File: src/rtl/mem_writer.sv
// Byte-serial store engine: scatters one byte/half/word store into consecutive
// little-endian single-byte writes on the 8-bit RAM port.
module mem_writer (
    input  logic        clk,
    input  logic        rst,
    input  logic        rdy,
    input  logic        req_i,
    input  logic [31:0] addr_i,
    input  logic [31:0] data_i,
    input  logic [1:0]  size_i,
    output logic        busy_o,
    output logic        done_o,
    output logic [31:0] addr_mem_o,
    output logic [7:0]  d_mem_o,
    output logic        wr_mem_o
);

    localparam logic [1:0] S_IDLE  = 2'd0;
    localparam logic [1:0] S_WRITE = 2'd1;
    localparam logic [1:0] S_DONE  = 2'd2;

    logic [1:0]  state_q, state_d;
    logic [31:0] data_q, data_d;
    logic [1:0]  k_q, k_d;
    logic [1:0]  n_q, n_d;
    logic [31:0] addr_q, addr_d;
    logic [7:0]  dout_q, dout_d;
    logic        wr_q, wr_d;
    logic        busy_q, busy_d;
    logic        done_q, done_d;

    logic [1:0]  k_nxt;
    logic [7:0]  byte_nxt;

    assign k_nxt = k_q + 2'd1;

    always_comb begin
        case (k_nxt)
            2'd1:    byte_nxt = data_q[15:8];
            2'd2:    byte_nxt = data_q[23:16];
            2'd3:    byte_nxt = data_q[31:24];
            default: byte_nxt = data_q[7:0];
        endcase
    end

    always_comb begin
        state_d = state_q;
        data_d  = data_q;
        k_d     = k_q;
        n_d     = n_q;
        addr_d  = addr_q;
        dout_d  = dout_q;
        wr_d    = wr_q;
        busy_d  = busy_q;
        done_d  = done_q;
        // rdy low leaves every register at its current value
        if (rdy) begin
            case (state_q)
                S_IDLE: begin
                    if (req_i) begin
                        state_d = S_WRITE;
                        data_d  = data_i;
                        k_d     = 2'd0;
                        n_d     = (size_i == 2'b00) ? 2'd0 :
                                  (size_i == 2'b01) ? 2'd1 : 2'd3;
                        addr_d  = addr_i;
                        dout_d  = data_i[7:0];
                        wr_d    = 1'b1;
                        busy_d  = 1'b1;
                        done_d  = 1'b0;
                    end
                end
                S_WRITE: begin
                    if (k_q == n_q) begin
                        state_d = S_DONE;
                        wr_d    = 1'b0;
                        done_d  = 1'b1;
                    end else begin
                        k_d    = k_nxt;
                        addr_d = addr_q + 32'd1;
                        dout_d = byte_nxt;
                        wr_d   = 1'b1;
                    end
                end
                S_DONE: begin
                    state_d = S_IDLE;
                    done_d  = 1'b0;
                    busy_d  = 1'b0;
                end
                default: begin
                    state_d = S_IDLE;
                    wr_d    = 1'b0;
                    busy_d  = 1'b0;
                    done_d  = 1'b0;
                end
            endcase
        end
    end

    always_ff @(posedge clk or posedge rst) begin
        if (rst) begin
            state_q <= S_IDLE;
            data_q  <= '0;
            k_q     <= '0;
            n_q     <= '0;
            addr_q  <= '0;
            dout_q  <= '0;
            wr_q    <= 1'b0;
            busy_q  <= 1'b0;
            done_q  <= 1'b0;
        end else begin
            state_q <= state_d;
            data_q  <= data_d;
            k_q     <= k_d;
            n_q     <= n_d;
            addr_q  <= addr_d;
            dout_q  <= dout_d;
            wr_q    <= wr_d;
            busy_q  <= busy_d;
            done_q  <= done_d;
        end
    end

    assign busy_o     = busy_q;
    assign done_o     = done_q;
    assign addr_mem_o = addr_q;
    assign d_mem_o    = dout_q;
    assign wr_mem_o   = wr_q;

endmodule

File: config.mk
export PLATFORM = sky130hd
export DESIGN_NAME = mem_writer
export DESIGN_NICKNAME = d
export VERILOG_FILES = /design/src/rtl/mem_writer.sv
export SDC_FILE = /design/constraint.sdc
export NUM_CORES = 1
export LEC_CHECK = 0
export ABC_AREA = 1
export BUFFER_PORTS_ARGS = -buffer_cell sky130_fd_sc_hd__buf_2
export CORE_ASPECT_RATIO = 1.2
export CORE_MARGIN = 4
export CORE_UTILIZATION = 56
export CTS_BUF_LIST = sky130_fd_sc_hd__clkbuf_8
export CTS_CLUSTER_SIZE = 10
export DETAILED_ROUTE_END_ITERATION = 10
export PLACE_DENSITY = 0.83
export SETUP_SLACK_MARGIN = 0.5
export SLEW_MARGIN = 15
export SYNTH_ARGS = -nofsm -noshare
export SYNTH_HDL_FRONTEND = slang
export SYNTH_SLANG_ARGS = --single-unit
File: constraint.sdc
create_clock -name clk -period 2.7 [get_ports clk]
set_input_delay 0.27 -clock clk [delete_from_list [all_inputs] [get_ports clk]]
set_output_delay 0.27 -clock clk [all_outputs]
set_load 0.1 [all_outputs]
### Yosys cells after proc, flatten, opt, wreduce, memory -nomap -nowiden

Cells that the tools add are included.

* flip-flop bits (word level): 81
* bits of input ports: 70
* output and inout bits: 43
* word-level logic and storage cells: 53

* $add $sub $neg: 2
* eq/ne operators: 10
* muxes and demuxes: 22
* bitwise gates (word level): 2
* reductions and logical operators: 8

Operators with widths (number)
* 2-to-1 mux 32 bit: 2
* case mux 32 bit (2 select lines): 1
* adder 32 x 1 -> 32 bit, second input constant: 1
* case mux 8 bit (3 select lines): 1
* 2-to-1 mux 8 bit: 2
* case mux 8 bit (2 select lines): 1
* 2-to-1 mux 2 bit: 6
* AND reduction 3 bit: 4
* case mux 2 bit (2 select lines): 2
* equality test 2 x 1 -> 1 bit, second input constant: 3
* equality test 2 bit, second input constant: 3
* inequality test 2 bit, second input constant: 3
* logical NOT 2 bit: 2
* 2-to-1 mux 1 bit: 4
* case mux 1 bit (2 select lines): 2
* AND reduction 4 bit: 1
* case mux 1 bit (3 select lines): 1
* adder 2 x 1 -> 2 bit, second input constant: 1
* equality test 2 bit: 1
* inverter 1 bit: 2
* nonzero test 2 bit: 1

### Longest topological paths before layout

Gate-level depths: netlist of the first run.

* depth in word-level cells: 5
* depth in mapped cells: 10
* depth with buffers taken out: 10

### Worst setup path before layout of the first run

OpenSTA, ideal clock, no wires.

* path type: register -> register
* start: register addr_q[1] (netlist: addr_mem_o[1])
* end: register addr_q[16] (netlist: addr_mem_o[16])
* library setup time: 113 ps
* arrival: 2266 ps
* data required time: 2587 ps
* path slack: 321 ps
* stages on the path, launching flop included: 11
* path buffers: 0
* period minus slack after synthesis: 2379 ps
* cells stage by stage: dfrtp_1 ha_1 nand2_1 nor2_1 nand2_1 nor2_1 nand3_1 nand2_1 nand2_1 nand2_1 inv_1

* cells in the longest elaborated chain, start to end: 3

Ends and longest elaborated chain
* start, declared: RTL line 26 `logic [31:0] addr_q, addr_d;`
* start signal, assigned: RTL line 116 `addr_q <= addr_d;`
* adder 32 x 1 -> 32 bit: RTL line 80 `addr_d = addr_q + 32'd1;`
* 2-to-1 mux 32 bit: RTL line 74 `if (k_q == n_q) begin`
* case mux 32 bit (2 select lines): RTL line 58 `case (state_q)`

No other way between the ends. The select of a mux whose other input is x is not followed.
A chain may end at the register's enable or synchronous reset.

### Final worst setup path of the first run

* start: register addr_q[1] (netlist: addr_mem_o[1])
* end: register addr_q[24] (netlist: addr_mem_o[24])

Same word-level chain as after synthesis.

==> impl_metrics.yaml, run 1 <==
layout:
  nets: 866
  drive_gt1_frac: 0.190
  area_growth_pct: 18.0
  final_common_cell: "nand2_1"
  final_cell_mix: "262 x nand2_1, 112 x buf_2, 110 x nor2_1, 78 x dfrtp_1, 69 x nand3_1"
  final_util: 0.678
  num_antenna_cells: 0
  design_area_mm2: 0.00553
synthesis:
  synth_area_mm2: 0.00469
  yosys.area_share.xor_xnor: 0.0205
  synthMuxAreaShare: 0
  synth_top_family_by_area: "simple AND/OR/NAND/NOR gates"
  post-synth-top-area-cell: "dfrtp_1"
  ys_ff_latch: 80
  avgSynthCellArea_um2: 6.82
  synthDistinctLibCells: 30
  synthAdderAreaFrac: 0.0133
  synth_top_area_share: 0.427
  synthCells: 688
  synthSimpleGateAreaFrac: 0.398
  syn-num-nets: 763
  yosys-top-cells-area: "dfrtp_1 43%, nand2_1 21%, nor2_1 8.8%"
  ys_seq_area_frac: 0.427
  yosysWarnings: 0
  synth_compound_area_frac: 0.0688
grt:
  grt_overflow: 0
  antenna_found_initial: 0
  grt_pass1_wl_um: 20700
  grtUsageTotal: 0.261
  grt_pass1_vias: 4533
  grt_max_degree: 45
flow_run:
  drv_cap: 0
timing:
  slew_headroom: 0.493
  hold_viol_final: 0
  layout_min_cycle_time_ns: 1.97
  tightestPinTransition_ns: 0.760
  slew_viol_final: 0
  fin_skew_ns: 0.0114
  max_freq_ghz: 0.507
  rsz0062_at_grt: "false"
  fin_crit_sh: 0.731
  finalSetupTns_ns: 0
  finalSetupViolations: 0
critical_path:
  start_kind: "flop"
  crit_family: "simple AND/OR/NAND/NOR gates"
  crit_type: "reg -> reg"
  critPathSlowestCell: "dfrtp_2"
  path_max_fanout: 6
  crit_arrival_ns: 2.24
  required_ns: 2.96
  path_cells: "ha_1, nand2_1, nor2_1, nand2_1, nor2_1, nand2_1, nand2_1, nand3_1, nand2_1, nand2_1"
  end_kind: "flop"
  cpMostUsedCell: "nand2_1"
  worstPathBufferInverterCount: 0
  cp_slowest_stage_delay_ns: 0.41
routing:
  routedWlPerCell_um: 13.9
  drc: 0
  drt_iter0_markers: 485
  route.vias.total: 4789
  wl_um: 12600
  ant_nets: 0
  vias_per_cell: 5.26
  drtPass1Iterations: 5
hold_path:
  min_path_type: "in -> async"
placement:
  dp_hpwl_um: 9220
  place_area_mm2: 0.00530
  place.gp.congestion: 0.949
  port_buffers: 112
clock_tree:
  ctsHtreeMaxLevel: 3
  clock_latency_ns: 0.36
  clkTransAtPathRegs_ns: 0.09
  cts_tree: "yes"
  cts.sinks: 80
  cts_buffers: 9
  cts-root-buf: "clkbuf_8"
  cts.path.max_buffers: 2
die:
  ios: 113
  die_area_mm2: 0.00991
  dieHeight_um: 108
  die_x_um: 91.5
  initial_core_util: 0.575
  rows: 36
  core_area_mm2: 0.00815
run_status:
  status: "complete, no violations"
timing repair:
item / in CTS / in global routing
endpoints found under the setup margin: 10 / 2
pin swaps: 0 / 1
cloned: 0 / 1
hold buffers: 0 / 0
buffers inserted: 0 / 0
gates resized for setup: 1 / 0
cell usage after synthesis (all sizes together):
| cell type | count |
|---|---|
| clkbuf | 7 |
| o31ai | 1 |
| nand2 | 266 |
| or2 | 2 |
| dfrtp | 80 |
| inv | 49 |
| o21a | 1 |
| nor3 | 1 |
| xor2 | 4 |
| ha | 5 |
| nand3b | 2 |
| buf | 21 |
| a21oi | 9 |
| o211ai | 1 |
| nor2 | 114 |
| xnor2 | 7 |
| o21bai | 2 |
| nand3 | 69 |
| o21ai | 37 |
| and2 | 2 |
| o22ai | 8 |
through the flow:
step | instances | setup slack, ns | hold slack [ns]
after global placement | 893 | 0.613 | 0.443
final | 910 | 0.727 | 0.0207
after floorplan | 688 | 0.554 | 0.366
after global routing | 910 | 0.583 | 0.0945
after CTS | 909 | 0.702 | 0.0572
after detailed placement | 893 | 0.482 | 0.443
worst reg2reg max path: stages (launching register included):
cell and delay, ns:
dfrtp_2 0.41, ha_1 0.19, nand2_1 0.08, nor2_1 0.23, nand2_1 0.19, nor2_1 0.39
nand2_1 0.11, nand2_1 0.09, nand3_1 0.07, nand2_1 0.07, nand2_1 0.05
registers in the layout, summed over array words and instances, names as in the netlist:
signal	flops
state_q	1
k_q	2
busy_o	1
wr_mem_o	1
d_mem_o	8
done_o	1
data_q	32
addr_mem_o	32
n_q	2
final cells by class:
type	instances	area [µm²]
clock buffers	10	138
clock inverters	6	83.8
fillers	739	2620
inverters	49	190
multi-input cells	532	2360
flip-flops and latches	80	2000
well taps	114	143
repair buffers	119	613
final timing paths:
check                               from        endpoint  slack (ns)  cells after the start
min                                  rst  addr_mem_o[15]        0.02                      2
max in group asynchronous            rst      data_q[28]        1.97                      3
max                        addr_mem_o[1]  addr_mem_o[24]        0.73                     10
max reg2reg                addr_mem_o[1]  addr_mem_o[24]        0.73                     10
min in group clk              data_i[12]      data_q[12]        0.13                      3
min reg2reg                   d_mem_o[4]      d_mem_o[4]        0.48                      2
kinds of logic (layout without fill, tap and decap cells):
group                    Yosys count  in the layout
AO/OA/AOI/OAI                     59             59
XOR/XNOR                          11             11
adder cells (fa/ha/maj)            5              5
buffers and inverters             77            184
flip-flops                        80             80
AND/OR/NAND/NOR                  456            457
routing by layer:
layer	share of wire	vias up	wire length [µm]	track usage
met5	0	-	0	0
met1	0.40	2208	5010	0.309
met3	0.074	37	940	0.0515
met4	0.036	0	452	0.145
met2	0.49	182	6220	0.444
li1	-	2362	-	-
Power of run 1 is not shown: default switching activity piles up to over one toggle a cycle in this logic, so the estimate is an artifact.
==> inputs of run 2 (changes only) <==
--- a/config.mk
+++ b/config.mk
@@ -5,11 +5,11 @@
 export SDC_FILE = /design/constraint.sdc
 export NUM_CORES = 1
 export LEC_CHECK = 0
-export ABC_AREA = 1
+export ABC_AREA = 0
 export BUFFER_PORTS_ARGS = -buffer_cell sky130_fd_sc_hd__buf_2
 export CORE_ASPECT_RATIO = 1.2
 export CORE_MARGIN = 4
-export CORE_UTILIZATION = 56
+export CORE_UTILIZATION = 55
 export CTS_BUF_LIST = sky130_fd_sc_hd__clkbuf_8
 export CTS_CLUSTER_SIZE = 10
 export DETAILED_ROUTE_END_ITERATION = 10
==> constraint.sdc (replaced) <==
create_clock -name clk -period 2 [get_ports clk]
set_input_delay 0.2 -clock clk [delete_from_list [all_inputs] [get_ports clk]]
set_output_delay 0.2 -clock clk [all_outputs]
set_load 0.1 [all_outputs]
==> run 2 against run 1 <==
Effect of this change:
- non-clock buffer count rose by 62
- the run now ends with negative setup slack left
- first-iteration DRC count grew 34%
- clock skew grew 0.0044 ns
- die area fell by 8.5%
- maximum frequency decreased by 5.8%
- synthesized area down 11%
- via count up 4.8%
- hold slack improved by 0.047 ns
- final cell count shrank 23%
- critical path depth decreased by 2
- register-to-register slack lost 0.82 ns
- wire length rose by 48%
==> impl_metrics.yaml, run 2 <==
routing:
  routedWlPerCell_um: 26.7
  route.vias.total: 5018
  wl_um: 18700
  drc: 0
  ant_nets: 0
  drtPass1Iterations: 6
  drt_iter0_markers: 649
  vias_per_cell: 7.18
die:
  core_area_mm2: 0.00732
  dieHeight_um: 104
  ios: 113
  rows: 34
  die_x_um: 87.6
  initial_core_util: 0.571
  die_area_mm2: 0.00907
placement:
  port_buffers: 112
  dp_hpwl_um: 8400
  dp_cells: 628
  preCtsSetupSlack_ns: 0.0601
  place.gp.congestion: 0.873
timing:
  fin_skew_ns: 0.0158
  slew_headroom: 0.662
  hold_viol_final: 0
  layout_min_cycle_time_ns: 2.09
  rsz0062_at_grt: "true"
  fin_ws_ns: -0.0935
  max_freq_ghz: 0.478
  finalSetupTns_ns: -0.191
  fin_crit_sh: 1.05
  tightestPinTransition_ns: 0.511
  finalSetupViolations: 5
  slew_viol_final: 0
hold_path:
  hp-start: "data_i[24]"
  min_path_type: "in -> reg"
layout:
  final_common_cell: "buf_2"
  nets: 679
  area_growth_pct: 55.5
  final_util: 0.888
  num_antenna_cells: 0
  final_cells: 699
  final_cell_mix: "106 x buf_2, 50 x nand2_1, 48 x dfrtp_1, 36 x buf_4, 33 x mux2_2"
  drive_gt1_frac: 0.570
  fillCellCount: 300
clock_tree:
  cts.path.max_buffers: 2
  clkTransAtPathRegs_ns: 0.09
  ctsHtreeMaxLevel: 3
  cts-root-buf: "clkbuf_8"
  clock_latency_ns: 0.36
  cts_buffers: 9
  cts_tree: "yes"
  cts.sinks: 80
critical_path:
  worstPathBufferInverterCount: 4
  start_kind: "flop"
  crit_family: "buffers and inverters"
  path_max_fanout: 6
  required_ns: 2.24
  crit_arrival_ns: 2.34
  cp_slowest_stage_delay_ns: 0.45
  crit_type: "reg -> reg"
  setup.worst_path.start: "k_q[0]"
  critPathSlowestCell: "dfrtp_1"
  end_kind: "flop"
  path_cells: "xnor2_2, buf_4, a311oi_4, buf_6, buf_12, buf_16, nor2_4, a31oi_1"
  reg2reg_from: "k_q[0]"
synthesis:
  synth_top_area_share: 0.479
  post-synth-top-area-cell: "dfrtp_1"
  synthCells: 440
  ys_seq_area_frac: 0.479
  syn-num-nets: 515
  yosys-top-cells-area: "dfrtp_1 48%, mux2_2 8.9%, a21oi_1 5.1%"
  yosysMostFrequentCell: "dfrtp_1"
  synth_common_cells: "80 x dfrtp_1, 54 x nand2_1, 43 x a21oi_1"
  synthDistinctLibCells: 48
  synth_area_mm2: 0.00418
  yosysWarnings: 0
  ys.flop_type: "dfrtp_1"
  avgSynthCellArea_um2: 9.50
  synth_edf_count: 0
  async_flop_share: 1.00
  ys_ff_latch: 80
grt:
  grt_max_degree: 44
  antenna_found_initial: 0
  grt_pass1_wl_um: 23600
  grt_overflow: 0
  grtUsageTotal: 0.334
  grt_pass1_vias: 4630
flow_run:
  drv_cap: 0
run_status:
  status: "complete, but fails checks"
  violations: "negative setup slack"
-- run 2: changes by cell type in the layout (fill, tap and decap cells not counted), sizes merged, moves of 34 or more --
| cell | delta |
|---|---|
| nand3 | -53 |
| nand2 | -212 |
| buf | +54 |
| inv | -38 |
| nor2 | -86 |
| a21oi | +34 |
-- run 2: kinds of logic after synthesis --
| kind of cell | synth area share |
|---|---|
| AND/OR/NAND/NOR | 0.173 |
| multiplexers | 0.0913 |
| flip-flops | 0.479 |
| XOR/XNOR | 0.00419 |
| AO/OA/AOI/OAI | 0.199 |
| adder cells (fa/ha/maj) | 0.0150 |
| buffers and inverters | 0.0383 |
-- run 2: area by class of cell --
class,instances,area [µm²],share of cell area
multi-input combinational,322,2550,0.393
clock inverter,6,67.6,0.0104
clock buffer,10,138,0.0212
timing repair buffer,181,1480,0.227
sequential,80,2110,0.325
tap,90,113,0.0173
inverter,10,41.3,0.00635
-- run 2: metrics by stage --
step	hold slack (ns)	instance area [µm²]
global route	0.0679	6500
floorplan	0.322	4550
finish	0.0674	6500
CTS	0.0605	6040
detailed placement	0.159	5200
global placement	0.150	5200
-- run 2: final timing paths --
kind	endpoint	slack [ns]	cells after the start
setup / recovery	d_mem_o[3]	-0.09	8
hold / removal	data_q[24]	0.07	2
setup reg to reg	d_mem_o[3]	-0.09	8
hold reg to reg	data_q[9]	0.52	1
max in group asynchronous	addr_mem_o[26]	1.13	4
min in group asynchronous	data_q[1]	0.33	3
-- run 2: timing repair --
action	CTS	global route
endpoints found under the hold margin	7	0
setup endpoints to repair	78	82
buffers inserted	25	17
hold buffers	1	0
resized for setup	55	55
cloned	9	3
pin swaps	23	15
-- run 2: per-layer routing --
metal  GRT usage  up-vias  wire length, µm  part of all wire
met5           0        -                0                 0
met4       0.190        0             1670             0.089
met3      0.0786      182             2120              0.11
met2       0.575      493             8970              0.48
met1       0.365     2373             5920              0.32
li1            -     1970                -                 -
Power of run 2 is left out for the same reason.
